File: src/rtl/load_merge_unit_pkg.sv
`default_nettype none
// ============================================================================
// Module      : load_merge_unit_pkg
// Description : Shared definitions for the memory-stage load return path:
//               load size encodings, opcode-to-size mapping, the split
//               (misalignment) condition shared with the execute stage, and
//               the merge FSM state type.
// Revision    : 1.0 - initial release
// ============================================================================
package load_merge_unit_pkg;

  // Load size encodings (req_size). Encoding 3 is reserved and behaves as word.
  localparam logic [1:0] SZ_WORD   = 2'd0;
  localparam logic [1:0] SZ_DOUBLE = 2'd1;
  localparam logic [1:0] SZ_BYTE   = 2'd2;

  typedef enum logic [0:0] {
    ST_IDLE = 1'b0,
    ST_HOLD = 1'b1
  } lmu_state_e;

  // Load opcode to access size: 3-5 word, 6-8 double, 9-11 byte.
  function automatic logic [1:0] opcode_to_size(input logic [3:0] opcode);
    case (opcode)
      4'd3, 4'd4, 4'd5:  return SZ_WORD;
      4'd6, 4'd7, 4'd8:  return SZ_DOUBLE;
      4'd9, 4'd10, 4'd11: return SZ_BYTE;
      default:           return SZ_WORD;
    endcase
  endfunction

  // An access is split into two beats when it crosses a word boundary.
  function automatic logic is_split(input logic [1:0] size, input logic [1:0] k);
    case (size)
      SZ_DOUBLE: return (k == 2'd3);
      SZ_BYTE:   return 1'b0;
      default:   return (k != 2'd0);
    endcase
  endfunction

  // Byte offset to bit shift. Kept at 6 bits so 32 is representable when
  // the upper-piece shift is computed as 32 - 8k.
  function automatic logic [5:0] lane_shift(input logic [1:0] k);
    return {1'b0, k, 3'b000};
  endfunction

endpackage
`default_nettype wire

File: src/rtl/load_merge_unit_if.sv
`default_nettype none
// ============================================================================
// Module      : load_merge_unit_if
// Description : Load return bus between the memory stage control and the
//               load merge unit.
//               Request side : req_valid, req_is_load, req_size, req_addr_lo,
//                              req_second, req_tgt, rdata
//               Result side  : result, result_valid, result_tgt, holding,
//                              seq_err
//               master drives requests / sees results; slave is the unit.
// Revision    : 1.0 - initial release
// ============================================================================
interface load_merge_unit_if;
  logic        req_valid;
  logic        req_is_load;
  logic [1:0]  req_size;
  logic [1:0]  req_addr_lo;
  logic        req_second;
  logic [4:0]  req_tgt;
  logic [31:0] rdata;
  logic [31:0] result;
  logic        result_valid;
  logic [4:0]  result_tgt;
  logic        holding;
  logic        seq_err;

  modport master (
    output req_valid, req_is_load, req_size, req_addr_lo, req_second,
           req_tgt, rdata,
    input  result, result_valid, result_tgt, holding, seq_err
  );

  modport slave (
    input  req_valid, req_is_load, req_size, req_addr_lo, req_second,
           req_tgt, rdata,
    output result, result_valid, result_tgt, holding, seq_err
  );
endinterface
`default_nettype wire

File: src/rtl/load_merge_unit_lane_extract.sv
`default_nettype none
// ============================================================================
// Module      : load_merge_unit_lane_extract
// Description : Combinational lane extraction: shifts the word right by k
//               bytes, masks to the access size and zero/sign extends.
//               Ports: word (32) in, k (2) in, size (2) in, sign_ext (1) in,
//                      value (32) out.
// Revision    : 1.0 - initial release
// ============================================================================
module load_merge_unit_lane_extract
  import load_merge_unit_pkg::*;
(
  input  logic [31:0] word,
  input  logic [1:0]  k,
  input  logic [1:0]  size,
  input  logic        sign_ext,
  output logic [31:0] value
);

  logic [31:0] w_shifted;

  assign w_shifted = word >> lane_shift(k);

  always_comb begin
    value = w_shifted;
    case (size)
      SZ_DOUBLE: value = {{16{sign_ext & w_shifted[15]}}, w_shifted[15:0]};
      SZ_BYTE:   value = {{24{sign_ext & w_shifted[7]}},  w_shifted[7:0]};
      default:   value = w_shifted;
    endcase
  end

endmodule
`default_nettype wire

File: src/rtl/load_merge_unit.sv
`default_nettype none
// ============================================================================
// Module      : load_merge_unit
// Description : Memory-stage load return path. Extracts and extends the
//               addressed bytes of word/double/byte loads and reassembles
//               loads that were split into two beats (aligned base, then
//               base+4). Result is registered, one cycle after the
//               completing beat.
//               Ports: clk, rst_n (async active-low), clk_en (stall enable),
//                      flush (drops a held first piece), bus (slave side of
//                      load_merge_unit_if).
// Revision    : 1.0 - initial release
// ============================================================================
module load_merge_unit
  import load_merge_unit_pkg::*;
#(
  parameter bit SIGN_EXT  = 1'b0,
  parameter bit CHECK_SEQ = 1'b1
) (
  input  logic                   clk,
  input  logic                   rst_n,
  input  logic                   clk_en,
  input  logic                   flush,
  load_merge_unit_if.slave       bus
);

  lmu_state_e  r_state, w_state_nx;
  logic [31:0] r_buf, w_buf_nx;
  logic [31:0] r_result, w_result_nx;
  logic        r_valid, w_valid_nx;
  logic [4:0]  r_tgt, w_tgt_nx;
  logic        r_seq_err, w_seq_err_nx;

  logic        w_live;
  logic        w_split;
  logic        w_seq_en;
  logic [1:0]  w_k;
  logic [31:0] w_base;
  logic [5:0]  w_hi_shift;
  logic [31:0] w_merged;
  logic [31:0] w_ext_word;
  logic [1:0]  w_ext_k;
  logic [31:0] w_value;
  logic [31:0] w_first_piece;

  generate
    if (CHECK_SEQ) begin : g_seq_on
      assign w_seq_en = 1'b1;
    end else begin : g_seq_off
      assign w_seq_en = 1'b0;
    end
  endgenerate

  assign w_k     = bus.req_addr_lo;
  assign w_live  = bus.req_valid & bus.req_is_load & ~flush;
  assign w_split = is_split(bus.req_size, w_k);

  // Out of HOLD the merge sees an all-zero first piece, so an orphan second
  // beat still produces a defined (upper-bytes-only) value.
  assign w_base     = (r_state == ST_HOLD) ? r_buf : 32'd0;
  // k = 0 gives a shift of 32, which clears the second beat entirely.
  assign w_hi_shift = 6'd32 - lane_shift(w_k);
  assign w_merged   = w_base | (bus.rdata << w_hi_shift);

  // The merged word is already lane-aligned, so it goes through the
  // extractor with k = 0; a single-beat load uses the raw word and its k.
  assign w_ext_word = bus.req_second ? w_merged : bus.rdata;
  assign w_ext_k    = bus.req_second ? 2'd0 : w_k;

  assign w_first_piece = bus.rdata >> lane_shift(w_k);

  load_merge_unit_lane_extract u_extract (
    .word     (w_ext_word),
    .k        (w_ext_k),
    .size     (bus.req_size),
    .sign_ext (SIGN_EXT),
    .value    (w_value)
  );

  always_comb begin
    w_state_nx   = r_state;
    w_buf_nx     = r_buf;
    w_result_nx  = r_result;
    w_valid_nx   = 1'b0;
    w_tgt_nx     = 5'd0;
    w_seq_err_nx = 1'b0;

    if (flush) begin
      w_state_nx = ST_IDLE;
      w_buf_nx   = 32'd0;
    end else if (w_live) begin
      if (bus.req_second) begin
        w_result_nx  = w_value;
        w_valid_nx   = 1'b1;
        w_tgt_nx     = bus.req_tgt;
        w_seq_err_nx = w_seq_en & (r_state == ST_IDLE);
        w_state_nx   = ST_IDLE;
        w_buf_nx     = 32'd0;
      end else begin
        // A new first beat while holding discards the old piece.
        w_seq_err_nx = w_seq_en & (r_state == ST_HOLD);
        if (w_split) begin
          w_buf_nx   = w_first_piece;
          w_state_nx = ST_HOLD;
        end else begin
          w_result_nx = w_value;
          w_valid_nx  = 1'b1;
          w_tgt_nx    = bus.req_tgt;
          w_state_nx  = ST_IDLE;
          w_buf_nx    = 32'd0;
        end
      end
    end
  end

  always_ff @(posedge clk or negedge rst_n) begin
    if (!rst_n) begin
      r_state   <= ST_IDLE;
      r_buf     <= 32'd0;
      r_result  <= 32'd0;
      r_valid   <= 1'b0;
      r_tgt     <= 5'd0;
      r_seq_err <= 1'b0;
    end else if (clk_en) begin
      r_state   <= w_state_nx;
      r_buf     <= w_buf_nx;
      r_result  <= w_result_nx;
      r_valid   <= w_valid_nx;
      r_tgt     <= w_tgt_nx;
      r_seq_err <= w_seq_err_nx;
    end
  end

  assign bus.result       = r_result;
  assign bus.result_valid = r_valid;
  assign bus.result_tgt   = r_tgt;
  assign bus.holding      = (r_state == ST_HOLD);
  assign bus.seq_err      = r_seq_err;

endmodule
`default_nettype wire

File: src/flat_wrapper.sv
// flat-port wrapper written by rule: the top's interface ports become plain ports
module load_merge_unit_flat import load_merge_unit_pkg::*;
#(
  parameter bit SIGN_EXT  = 1'b0,
  parameter bit CHECK_SEQ = 1'b1
)
  (clk, rst_n, clk_en, flush, bus_req_valid, bus_req_is_load, bus_req_size, bus_req_addr_lo, bus_req_second, bus_req_tgt, bus_rdata, bus_result, bus_result_valid, bus_result_tgt, bus_holding, bus_seq_err);
  load_merge_unit_if bus_i ();
  input  logic clk;
  input  logic rst_n;
  input  logic clk_en;
  input  logic flush;
  input wire logic [$bits(bus_i.req_valid)-1:0] bus_req_valid;
  input wire logic [$bits(bus_i.req_is_load)-1:0] bus_req_is_load;
  input wire logic [$bits(bus_i.req_size)-1:0] bus_req_size;
  input wire logic [$bits(bus_i.req_addr_lo)-1:0] bus_req_addr_lo;
  input wire logic [$bits(bus_i.req_second)-1:0] bus_req_second;
  input wire logic [$bits(bus_i.req_tgt)-1:0] bus_req_tgt;
  input wire logic [$bits(bus_i.rdata)-1:0] bus_rdata;
  output wire logic [$bits(bus_i.result)-1:0] bus_result;
  output wire logic [$bits(bus_i.result_valid)-1:0] bus_result_valid;
  output wire logic [$bits(bus_i.result_tgt)-1:0] bus_result_tgt;
  output wire logic [$bits(bus_i.holding)-1:0] bus_holding;
  output wire logic [$bits(bus_i.seq_err)-1:0] bus_seq_err;
  assign bus_i.req_valid = bus_req_valid;
  assign bus_i.req_is_load = bus_req_is_load;
  assign bus_i.req_size = bus_req_size;
  assign bus_i.req_addr_lo = bus_req_addr_lo;
  assign bus_i.req_second = bus_req_second;
  assign bus_i.req_tgt = bus_req_tgt;
  assign bus_i.rdata = bus_rdata;
  assign bus_result = bus_i.result;
  assign bus_result_valid = bus_i.result_valid;
  assign bus_result_tgt = bus_i.result_tgt;
  assign bus_holding = bus_i.holding;
  assign bus_seq_err = bus_i.seq_err;
  load_merge_unit #(.SIGN_EXT(SIGN_EXT), .CHECK_SEQ(CHECK_SEQ)) u_core (.clk(clk), .rst_n(rst_n), .clk_en(clk_en), .flush(flush), .bus(bus_i));
endmodule
File: config.mk
export PLATFORM = sky130hd
export DESIGN_NAME = load_merge_unit_flat
export DESIGN_NICKNAME = d
export VERILOG_FILES = /design/src/rtl/load_merge_unit_pkg.sv /design/src/rtl/load_merge_unit_if.sv /design/src/rtl/load_merge_unit_lane_extract.sv /design/src/rtl/load_merge_unit.sv /design/src/flat_wrapper.sv
export SDC_FILE = /design/constraint.sdc
export NUM_CORES = 1
export LEC_CHECK = 0
export ABC_AREA = 1
export CAP_MARGIN = 40
export CORE_MARGIN = 1.5
export CORE_UTILIZATION = 55
export CTS_CLUSTER_SIZE = 8
export DETAILED_ROUTE_END_ITERATION = 10
export PLACE_DENSITY = 0.87
export SETUP_SLACK_MARGIN = 0.02
export SYNTH_ARGS = -nofsm -noshare
export SYNTH_HDL_FRONTEND = slang
export SYNTH_HIERARCHICAL = 1
export SYNTH_SLANG_ARGS = --single-unit
File: constraint.sdc
create_clock -name clk -period 2.9 [get_ports clk]
set_input_delay 0.87 -clock clk [delete_from_list [all_inputs] [get_ports clk]]
set_output_delay 0.87 -clock clk [all_outputs]
set_load 0.05 [all_outputs]
Word-level counts from Yosys, hierarchy flattened. Cells that the tools add are included.

Logic and storage cells: 49. Flip-flop bits (word level): 72. Input bits: 48. Output and inout bits: 40.

Shift-type cells: 3. Muxes and demuxes: 26. Bitwise operators: 5. Equality and inequality tests: 4. Reductions and logical operators: 4. $add $sub $neg: 1.

Operators with widths (count): $mux 32 (8); $pmux 32 s2 (1); $shr 32x5->32 (2); $or 32x32->32 (1); $shl 32x6->32 (1); $mux 5 (4); $mux 1 (11); $sub 6x5->6 const A (1); $eq 2x2->1 const B (2); $reduce_and 4->1 (1); $reduce_bool 2->1 (2); $and 1x1->1 (2); $eq 2x1->1 const B (1); $mux 2 (1); $ne 2x2->1 const B (1); $not 1->1 (2); $pmux 1 s2 (1); $reduce_and 2->1 (1).

Logic depth before layout (Yosys ltp). Gate-level depths: netlist of run 1.

Depth after elaboration: 8. Mapped depth: 18. Depth with buffers taken out: 14.

By module. Netlist of run 1, hierarchy kept.

By module, submodules not included: load_merge_unit (cells an instance 698, area each 4564.4 um^2, sequential area each 1801.7 um^2, instances 1); load_merge_unit_lane_extract (cells an instance 167, area each 810.8 um^2, sequential area each 0.0 um^2, instances 1).

Worst setup path after synthesis of run 1. OpenSTA, ideal clock, no wires.

Kind: input port to flip-flop. Start: in bus_req_addr_lo[1]. End: reg u_core.r_result[0], in the netlist u_core/bus.result[0]. Arrival: 2.822 ns. Stages on the path: 16. Buffers on the path: 3. Setup time: 0.066 ns. Required time: 2.834 ns. Path slack: 0.012 ns. Cells stage by stage: buf_2 > clkinv_1 > buf_2 > ha_1 > nor2_1 > buf_2 > nand3_1 > nand3_1 > nand2_1 > inv_1 > inv_1 > o21ai_0 > nor2_1 > a21oi_1 > nand3_1 > nand2_1.

Word-level cells in the longest chain between the ends: 8. Elaborated cells between the ends (all ways): 14. Those cells by class: add/sub: 1; eq/ne: 2; shift: 2; mux: 6; bitwise: 1; reduce/logical: 2.

Ends and longest elaborated chain: start: declaration (line flat_wrapper.sv:16) `input wire logic [$bits(bus_i.req_addr_lo)-1:0] bus_req_addr_lo;`; $sub 6x5->6 * (line load_merge_unit.sv:62) `assign w_hi_shift = 6'd32 - lane_shift(w_k);`; $shl 32x6->32 * (line load_merge_unit.sv:63) `assign w_merged = w_base | (bus.rdata << w_hi_shift);`; $or 32x32->32 * (line load_merge_unit.sv:63); $mux 32 * (line load_merge_unit.sv:67) `assign w_ext_word = bus.req_second ? w_merged : bus.rdata;`; via u_core.w_ext_word[24] (line load_merge_unit.sv:41) `logic [31:0] w_ext_word;`; $shr 32x5->32 * (line load_merge_unit_lane_extract.sv:22) `assign w_shifted = word >> lane_shift(k);`; $pmux 32 s2 * (line load_merge_unit_lane_extract.sv:26) `case (size)`; via u_core.w_value[0] (line load_merge_unit.sv:43) `logic [31:0] w_value;`; $mux 32 (line load_merge_unit.sv:102) `if (w_split) begin`; $mux 32 * (line load_merge_unit.sv:92) `if (bus.req_second) begin`; end signal: assignment (line load_merge_unit.sv:127) `r_result <= w_result_nx;`; end: declaration (line load_merge_unit.sv:29) `logic [31:0] r_result, w_result_nx;`.

Mark *: on every way through the listed nets, which the timed path passes. The rest lies on a longest branch. The select of a mux whose other input is x is not followed. A chain may end at the register's enable or synchronous reset.

Worst setup path in the final report of run 1.
Start: in bus_req_addr_lo[0]. End: reg u_core.r_result[24], in the netlist u_core/bus.result[24].

Same word-level chain as after synthesis.

==> results.ini, run 1 <==
[sta]
relSlewSlack=0.613
clock_skew_ns=0.00890
max_freq_ghz=0.371
finalHoldViolations=0
setup_violations=0
period_share=0.930
worst_pin_slew_ns=0.581
finalWorstSetupSlack_ns=0.202
grt_setup_unrepaired=no
period_needed_ns=2.70
fin_hold_ws_ns=0.473
slew_violations=0

[placement]
dp_hpwl_um=10900
dpl_cell_area_um2=6520
dp_cells=1075
place.gp.congestion=0.974
port_buffers=87
preCtsSetupSlack_ns=-0.257

[power]
switchingPower_mw=1.31
share_seq_of_total_power=0.347
cellLeakagePower_nw=3.68
power_frac_comb=0.386
p_sw_frac=0.387
power_density_nw_per_um2=498
p_int_mw=2.07
peakVddDrop_v=0.000302
clockPowerShare=0.266

[cells_and_area]
n_fill_cell=800
drive_above_1_share=0.0987
fin_cells=1092
syn2layout_area_growth_pct=26.1
stdcell_area_um2=6780
final_util=0.723
final_nets=1012
antennaDiodeCount=0

[global_route]
grt_max_degree=73
antenna_found_initial=0
grt_pass1_wl_um=26100
first_global_vias=5403
grt_overflow_total=0
grtUsageTotal=0.318

[clocking]
cts_hold_buf=0
cts_max_path_buffers=2
htree_levels=3
clkTransAtPathRegs_ns=0.08
clock_latency_ns=0.35
cts_tree=done
cts_root_buf=clkbuf_8
cts_sinks=72
numCtsBuffers=9

[logic_synthesis]
seq_area_frac_synth=0.335
ys_warn_count=6
synth_nets=918
synth_top_cell_by_area=dfrtp_1
syn_area_um2=5380
synth_top_area_frac=0.335
syn_inst=865
ys_ff_latch=72
syn_area_per_cell_um2=6.21
synth_cell_types=28
synthTopCellsByArea=dfrtp_1 (34%), nand2_1 (27%), nand3_1 (12%)

[route]
dr.first_iter.drc_count=545
firstDrtPassIters=7
drt-total-wl_um=15600
vias_per_cell=5.53
vias=6035
antenna_left=0
drt_drc_violations_left=0
wire_per_inst_um=14.3

[setup_path]
worstReg2RegEnd=u_core/bus.result[5]
reg2reg_from=u_core/bus.holding
path_class=input pin to flip-flop
r2r_cells=9
reg2reg_setup_slack_ns=0.87
startpoint_type=input pin
setup.worst_path.end_class=flip-flop
worstPathArrival_ns=2.98
crit_fanout=11
cp.required_ns=3.18

[min_path]
hp-start=u_core/bus.result[27]
whs_path_depth=2
worstHoldPathType=flip-flop to flip-flop
holdPathEnd=u_core/bus.result[27]

[die]
core_area_um2=9370
die-area_um2=10400
die_h_um=102
die_w_um=102
rows=35
start_util=0.574
io_pins=88

[job]
max_cap_viol_count=0

[outcome]
outcome=finished, final reports clean

==> metrics by stage <==
step	setup TNS, ns	total power [mW]
after global routing	0	3.54
after global placement	-3.35	2.45
after detailed placement	-4.35	2.47
final	0	3.37
after floorplan	0	1.99
after CTS	0	3.37
==> layout by cell type, fill, tap and decap left out, types with 6 or more instances in the layout <==
cell type	netlist	routed
nand3_1	132	132
dfrtp_1	72	72
buf_12	0	6
nand4_1	7	7
a21oi_1	48	47
inv_1	57	57
nor3_1	8	8
nand2_1	383	383
nor2_1	38	37
o21ai_0	10	8
o211ai_1	21	21
buf_4	6	49
clkdlybuf4s50_1	0	85
clkbuf_8	0	10
inv_2	5	6
==> final cells by class <==
type                            instances  area [µm²]  area share
Clock buffer                           10         138      0.0203
Clock inverter                          5        81.3      0.0120
Inverter                               64         243      0.0358
Multi-Input combinational cell        670        3000       0.442
Sequential cell                        72        1800       0.266
Tap cell                              129         161      0.0238
Timing Repair Buffer                  142        1360       0.200
==> sequential cells by signal (all words and copies together), names as in the netlist <==
signal	flops
u_core/bus.holding	1
u_core/bus.result_valid	1
u_core/bus.result_tgt	5
u_core/bus.seq_err	1
u_core/r_buf	32
u_core/bus.result	32
==> metal layers <==
metal	share of wire	vias up	GRT usage
met5	0	-	0
li1	-	2958	-
met3	0.091	27	0.0445
met4	0.016	0	0.0917
met1	0.44	2698	0.460
met2	0.45	352	0.501
==> worst max path at each step <==
stage                       start                     to  slack (ns)  cells past startpoint
6_report       bus_req_addr_lo[0]  u_core/bus.result[24]        0.20                     16
5_1_grt        bus_req_addr_lo[0]   u_core/bus.result[5]        0.05                     12
3_3_place_gp   bus_req_addr_lo[1]   u_core/bus.result[0]       -0.20                     15
4_1_cts        bus_req_addr_lo[1]   u_core/bus.result[0]        0.04                     15
3_5_place_dp   bus_req_addr_lo[1]   u_core/bus.result[0]       -0.26                     15
2_1_floorplan  bus_req_addr_lo[1]   u_core/bus.result[0]        0.03                     17
==> repair_timing <==
action                                 4_1_cts  5_1_grt
buffers inserted                             0        2
resized for setup                            0        8
setup endpoints to repair                    0       25
endpoints found under the hold margin        0        0
==> cell usage after synthesis, drive strengths merged <==
master	instances
nand2	386
nand3	136
dfrtp	72
inv	63
a21oi	49
buf	47
nor2	41
o211ai	21
o21ai	14
clkbuf	12
nor3	8
nand4	7
ha	5
and2	1
clkinv	1
conb	1
xnor2	1
==> power groups by stage <==
| stage | Combinational, mW | Clock [mW] | Sequential, mW |
|---|---|---|---|
| final | 1.30 | 0.898 | 1.17 |
| after global routing | 1.41 | 0.952 | 1.18 |
| after CTS | 1.28 | 0.915 | 1.17 |
| after detailed placement | 1.27 | 0 | 1.19 |
| after global placement | 1.26 | 0 | 1.19 |
| after floorplan | 0.472 | 0 | 1.52 |
==> cell families after synthesis <==
| group | Yosys count | synth area share |
|---|---|---|
| adders and majority gates | 5 | 0.0116 |
| AOI/OAI and AO/OA | 84 | 0.0887 |
| buffers and inverters | 123 | 0.112 |
| xor gates and xnor gates | 1 | 0.00163 |
| other | 1 | 0.000698 |
| DFF | 72 | 0.335 |
| and+or+nand+nor | 579 | 0.450 |
==> critical path: stages <==
cell and delay (ns):
clkdlybuf4s50_1 0.49, inv_2 0.06, ha_4 0.28, inv_2 0.04, nor2_1 0.12, buf_6 0.17, nand3_1 0.08, nand3_1 0.08
nand2_1 0.06, inv_1 0.07, inv_1 0.06, nor2_1 0.20, nand2_1 0.12, nand3_1 0.09, nand3_1 0.07, nand2_1 0.09
Power figures use the tool's default switching activity.
==> run 2: changes to the inputs <==
Settings changed: CAP_MARGIN 40 to 20, PLACE_DENSITY 0.87 to 0.89, SYNTH_HIERARCHICAL 1 to not set.
==> results.ini, run 2 <==
[logic_synthesis]
seq_area_frac_synth=0.386
syn_area_per_cell_um2=6.53
synth_nets=767
ys_ff_latch=72
synth_top_cell_by_area=dfrtp_1
yosysMostFrequentCell=nand2_1
synthTopCellsByArea=dfrtp_1 (39%), nand2_1 (25%), nand3_1 (7.0%)
syn_inst=715
async_reset_ff_frac=1.00
synth_edf_count=0
syn_area_um2=4670
yosys-top-cells-count=nand2_1 (313), dfrtp_1 (72), inv_1 (66)
synth_top_area_frac=0.386
synth_cell_types=24
ys_warn_count=0
ys.flop_type=dfrtp_1

[min_path]
hp-start=u_core.bus.result[18]
worstHoldPathType=flip-flop to flip-flop

[sta]
grt_setup_unrepaired=no
period_needed_ns=2.66
relSlewSlack=0.637
finalHoldViolations=0
worst_pin_slew_ns=0.538
setup_violations=0
slew_violations=0
finalWorstSetupSlack_ns=0.240
clock_skew_ns=0.0155
period_share=0.917
max_freq_ghz=0.376

[power]
power_frac_comb=0.357
power_mw=2.96
peakVddDrop_v=0.000250
p_int_mw=1.78
power_density_nw_per_um2=495
p_sw_frac=0.397
clockPowerShare=0.255
cellLeakagePower_nw=3.00
switchingPower_mw=1.18
share_seq_of_total_power=0.388

[global_route]
grtUsageTotal=0.391
grt_overflow_total=0
grt_pass1_wl_um=26500
met3_usage=0.0534
top_usage_layer=met2
antenna_found_initial=0
grt_use_met2=0.628
grt_max_degree=73
first_global_vias=5198
grt_util_met1=0.492

[setup_path]
max_stage_delay_ns=0.47
startpoint_type=input pin
reg2reg_setup_slack_ns=1.06
setup.worst_path.end_class=flip-flop
worstPathArrival_ns=2.95
path_class=input pin to flip-flop
cpMaxStageDelayCell=clkdlybuf4s50_1
path_cells=clkdlybuf4s50_1 -> inv_1 -> ha_1 -> inv_1 -> nand2_1 -> nand2_1 -> nand2_2 -> nor2_4 -> nand4_1 -> nand2_1
cp-startpoint=bus_req_size[1]
cp.required_ns=3.19
reg2reg_from=u_core.bus.holding
crit_fanout=16
cpMostUsedCell=nand2_1

[clocking]
cts_hold_buf=0
htree_levels=3
cts_sinks=72
clkTransAtPathRegs_ns=0.08
numCtsBuffers=9
cts_max_path_buffers=2
post_cts_buffers=0
clock_latency_ns=0.36
post_cts_resize_count=0
cts_tree=done
cts_root_buf=clkbuf_8

[die]
die_h_um=95.2
rows=33
die_w_um=95.2
core_area_um2=8220
start_util=0.568
io_pins=88
die-area_um2=9050

[route]
antenna_left=0
drt_drc_violations_left=0
firstDrtPassIters=6
vias=5454
wire_per_inst_um=18.2
dr.first_iter.drc_count=559
drt-total-wl_um=16800
vias_per_cell=5.94

[cells_and_area]
syn2layout_area_growth_pct=28.0
most-common-layout-cells=nand2_1 (313), clkdlybuf4s50_1 (86), dfrtp_1 (72)
ff_latch_area_um2=1800
drive_above_1_share=0.0775
layout_commonest_cell=nand2_1
antennaDiodeCount=0
multi_input_comb_area_um2=2430
n_fill_cell=668
final_util=0.728
fin_cells=918
final_nets=860

[placement]
dp_hpwl_um=11600
preCtsSetupSlack_ns=-0.0820
dp_cells=902
place.gp.congestion=1.03
port_buffers=87

[job]
max_cap_viol_count=0

[outcome]
outcome=finished, final reports clean

-- run 2: cell types whose count changed after synthesis, moves of 8 or more --
cell      delta
inv_1        +9
nor3_1       -8
buf_6        -9
nand4_1     +18
nand2_1     -70
o211ai_1    -21
o22ai_1     +33
a21oi_1     -31
buf_2       -17
nand3b_1     +8
o21ai_0     +37
nand3_1     -67
nor2_1      -25
clkbuf_1    +10
-- run 2: logic make-up after synthesis --
| group | Yosys count | share of synthesized area |
|---|---|---|
| simple gates | 431 | 0.392 |
| buf+inv | 109 | 0.0946 |
| compound gates | 99 | 0.117 |
| flops | 72 | 0.386 |
| fa+ha+maj | 4 | 0.0107 |
-- run 2: final timing paths --
path / end / cells after the start
max: u_core.bus.result[25] / 10
min: u_core.bus.result[18] / 2
max reg2reg: u_core.bus.result[14] / 8
min reg2reg: u_core.bus.result[18] / 2
max in group asynchronous: u_core.r_buf[25] / 2
min in group asynchronous: u_core.r_buf[12] / 2
-- run 2: stage by stage --
stage / cell area (µm²) / hold WS [ns] / TNS (ns)
after floorplan: 4670 / 0.513 / 0
after global placement: 5800 / 0.462 / -0.0352
after detailed placement: 5800 / 0.465 / -0.220
after CTS: 5980 / 0.488 / 0
after global routing: 5980 / 0.505 / 0
final: 5980 / 0.487 / 0
-- run 2: area by class of cell --
class / instances / share of cell area
well taps: 105 / 0.0220
inverters: 69 / 0.0433
clock inverters: 6 / 0.00670
flip-flops and latches: 72 / 0.301
repair buffers: 122 / 0.197
multi-input cells: 534 / 0.407
clock buffers: 10 / 0.0230
-- run 2: critical path, delay by kind of cell --
family	cells	cell delay, ns
AND/OR/NAND/NOR	6	1.17
buffers and inverters	3	0.60
adder cells (fa/ha/maj)	1	0.32
-- run 2: metal layers --
layer	vias up	wire length, µm
li1	2509	-
met1	2464	6360
met2	400	7780
met3	81	1680
met4	0	931
met5	-	0
-- run 2: power by group through the flow --
stage | clock [mW] | combinational [mW] | sequential [mW]
after global placement | 0 | 1.03 | 1.16
after CTS | 0.763 | 1.05 | 1.15
final | 0.755 | 1.06 | 1.15
after detailed placement | 0 | 1.04 | 1.17
after global routing | 0.802 | 1.13 | 1.16
after floorplan | 0 | 0.326 | 1.45
==> run 3: changes to the inputs <==
Settings changed: CORE_UTILIZATION 55 to 40, PLACE_DENSITY 0.89 to 0.69, TNS_END_PERCENT set to 5.
==> results.ini, run 3 (same netlist as run 2, synthesis figures left out) <==
[power]
clockPowerShare=0.328
cellLeakagePower_nw=3.04
peakVddDrop_v=0.000320
power_frac_comb=0.322
power_density_nw_per_um2=533
p_int_mw=2.10
p_sw_frac=0.358
switchingPower_mw=1.17
share_seq_of_total_power=0.350

[global_route]
grt_overflow_total=0
grt_pass1_wl_um=26400
antenna_found_initial=0
grtUsageTotal=0.275
first_global_vias=4987
grt_max_degree=73

[clocking]
clkTransAtPathRegs_ns=0.05
cts_sinks=72
post_cts_buffers=0
clock_latency_ns=0.35
cts_tree=done
cts_root_buf=clkbuf_16
numCtsBuffers=9
htree_levels=3
cts_max_path_buffers=2
post_cts_resize_count=0
cts_hold_buf=0

[setup_path]
worstPathArrival_ns=2.85
startpoint_type=input pin
path_class=input pin to flip-flop
setup.worst_path.end_class=flip-flop
cp.required_ns=3.18
crit_fanout=27

[sta]
finalHoldViolations=0
relSlewSlack=0.638
worst_pin_slew_ns=0.541
grt_setup_unrepaired=no
slew_violations=0
max_freq_ghz=0.389
tns_ns=0
setup_violations=0
clock_skew_ns=0.0109
period_share=0.886
period_needed_ns=2.57

[die]
die_w_um=111
io_pins=88
die-area_um2=12300
rows=39
start_util=0.409
core_area_um2=11400
die_h_um=111

[cells_and_area]
antennaDiodeCount=0
stdcell_area_um2=6130
syn2layout_area_growth_pct=31.2
drive_above_1_share=0.0717
most-common-layout-cells=nand2_1 (313), clkdlybuf4s50_1 (86), dfrtp_1 (72)
layout_commonest_cell=nand2_1
final_nets=856

[placement]
place.gp.congestion=1.01
dp_hpwl_um=11800
dpl_cell_area_um2=5840
port_buffers=87

[min_path]
worstHoldPathType=flip-flop to flip-flop

[route]
dr.first_iter.drc_count=501
antenna_left=0
firstDrtPassIters=5
vias=5187
drt-total-wl_um=16300
drt_drc_violations_left=0
wire_per_inst_um=17.1
vias_per_cell=5.45

[outcome]
outcome=finished, final reports clean

[job]
max_cap_viol_count=0

[run 3: worst paths after layout]
check | from | end | slack [ns] | cells past startpoint
worst max-delay path | bus_req_addr_lo[0] | u_core.bus.result[27] | 0.33 | 10
worst min-delay path | u_core.bus.result_tgt[1] | u_core.bus.result_tgt[1] | 0.48 | 2
worst max register to register | u_core.bus.holding | u_core.bus.result[5] | 1.09 | 9
worst min register to register | u_core.bus.result_tgt[1] | u_core.bus.result_tgt[1] | 0.48 | 2
max in group asynchronous | rst_n | u_core.bus.result[11] | 1.98 | 2
min in group asynchronous | rst_n | u_core.bus.result[4] | 0.50 | 2
[run 3: worst max-delay path, cell delays in order]
cell	delay (ns)
clkdlybuf4s50_1	0.45
buf_4	0.26
ha_1	0.23
nand2_1	0.05
nand2_1	0.06
nand2_1	0.10
nand2_2	0.12
nor2_4	0.39
nand4_1	0.21
nand2_1	0.11
[run 3: through the flow]
| stage | utilization | hold slack (ns) | setup slack [ns] | std cells | total power [mW] |
|---|---|---|---|---|---|
| finish | 0.537 | 0.475 | 0.331 | 952 | 3.27 |
| global route | 0.537 | 0.494 | 0.208 | 952 | 3.42 |
| CTS | 0.537 | 0.479 | 0.348 | 952 | 3.29 |
| detailed placement | 0.512 | 0.465 | -0.00366 | 936 | 2.21 |
| global placement | 0.512 | 0.464 | -0.0138 | 936 | 2.20 |
| floorplan | - | 0.513 | 0.288 | 715 | 1.78 |
[run 3: power groups by stage]
stage / sequential [mW] / clock [mW] / combinational, mW
floorplan: 1.45 / 0 / 0.326
global placement: 1.16 / 0 / 1.04
detailed placement: 1.16 / 0 / 1.04
CTS: 1.15 / 1.10 / 1.05
global route: 1.16 / 1.14 / 1.12
finish: 1.15 / 1.07 / 1.05
[run 3: cell type report]
class                           instances  area, µm²
Sequential cell                        72       1800
Timing Repair Buffer                  118       1170
Clock buffer                           13        270
Tap cell                              143        179
Inverter                               69        259
Fill cell                            1167       5290
Clock inverter                          3       15.0
Multi-Input combinational cell        534       2430
[run 3: layer usage]
metal | share of wire | track usage | vias up | wire (µm)
met1 | 0.44 | 0.384 | 2389 | 7130
met4 | 0.031 | 0.123 | 0 | 505
li1 | - | - | 2502 | -
met5 | 0 | 0 | - | 0
met3 | 0.087 | 0.0470 | 31 | 1410
met2 | 0.44 | 0.419 | 265 | 7260
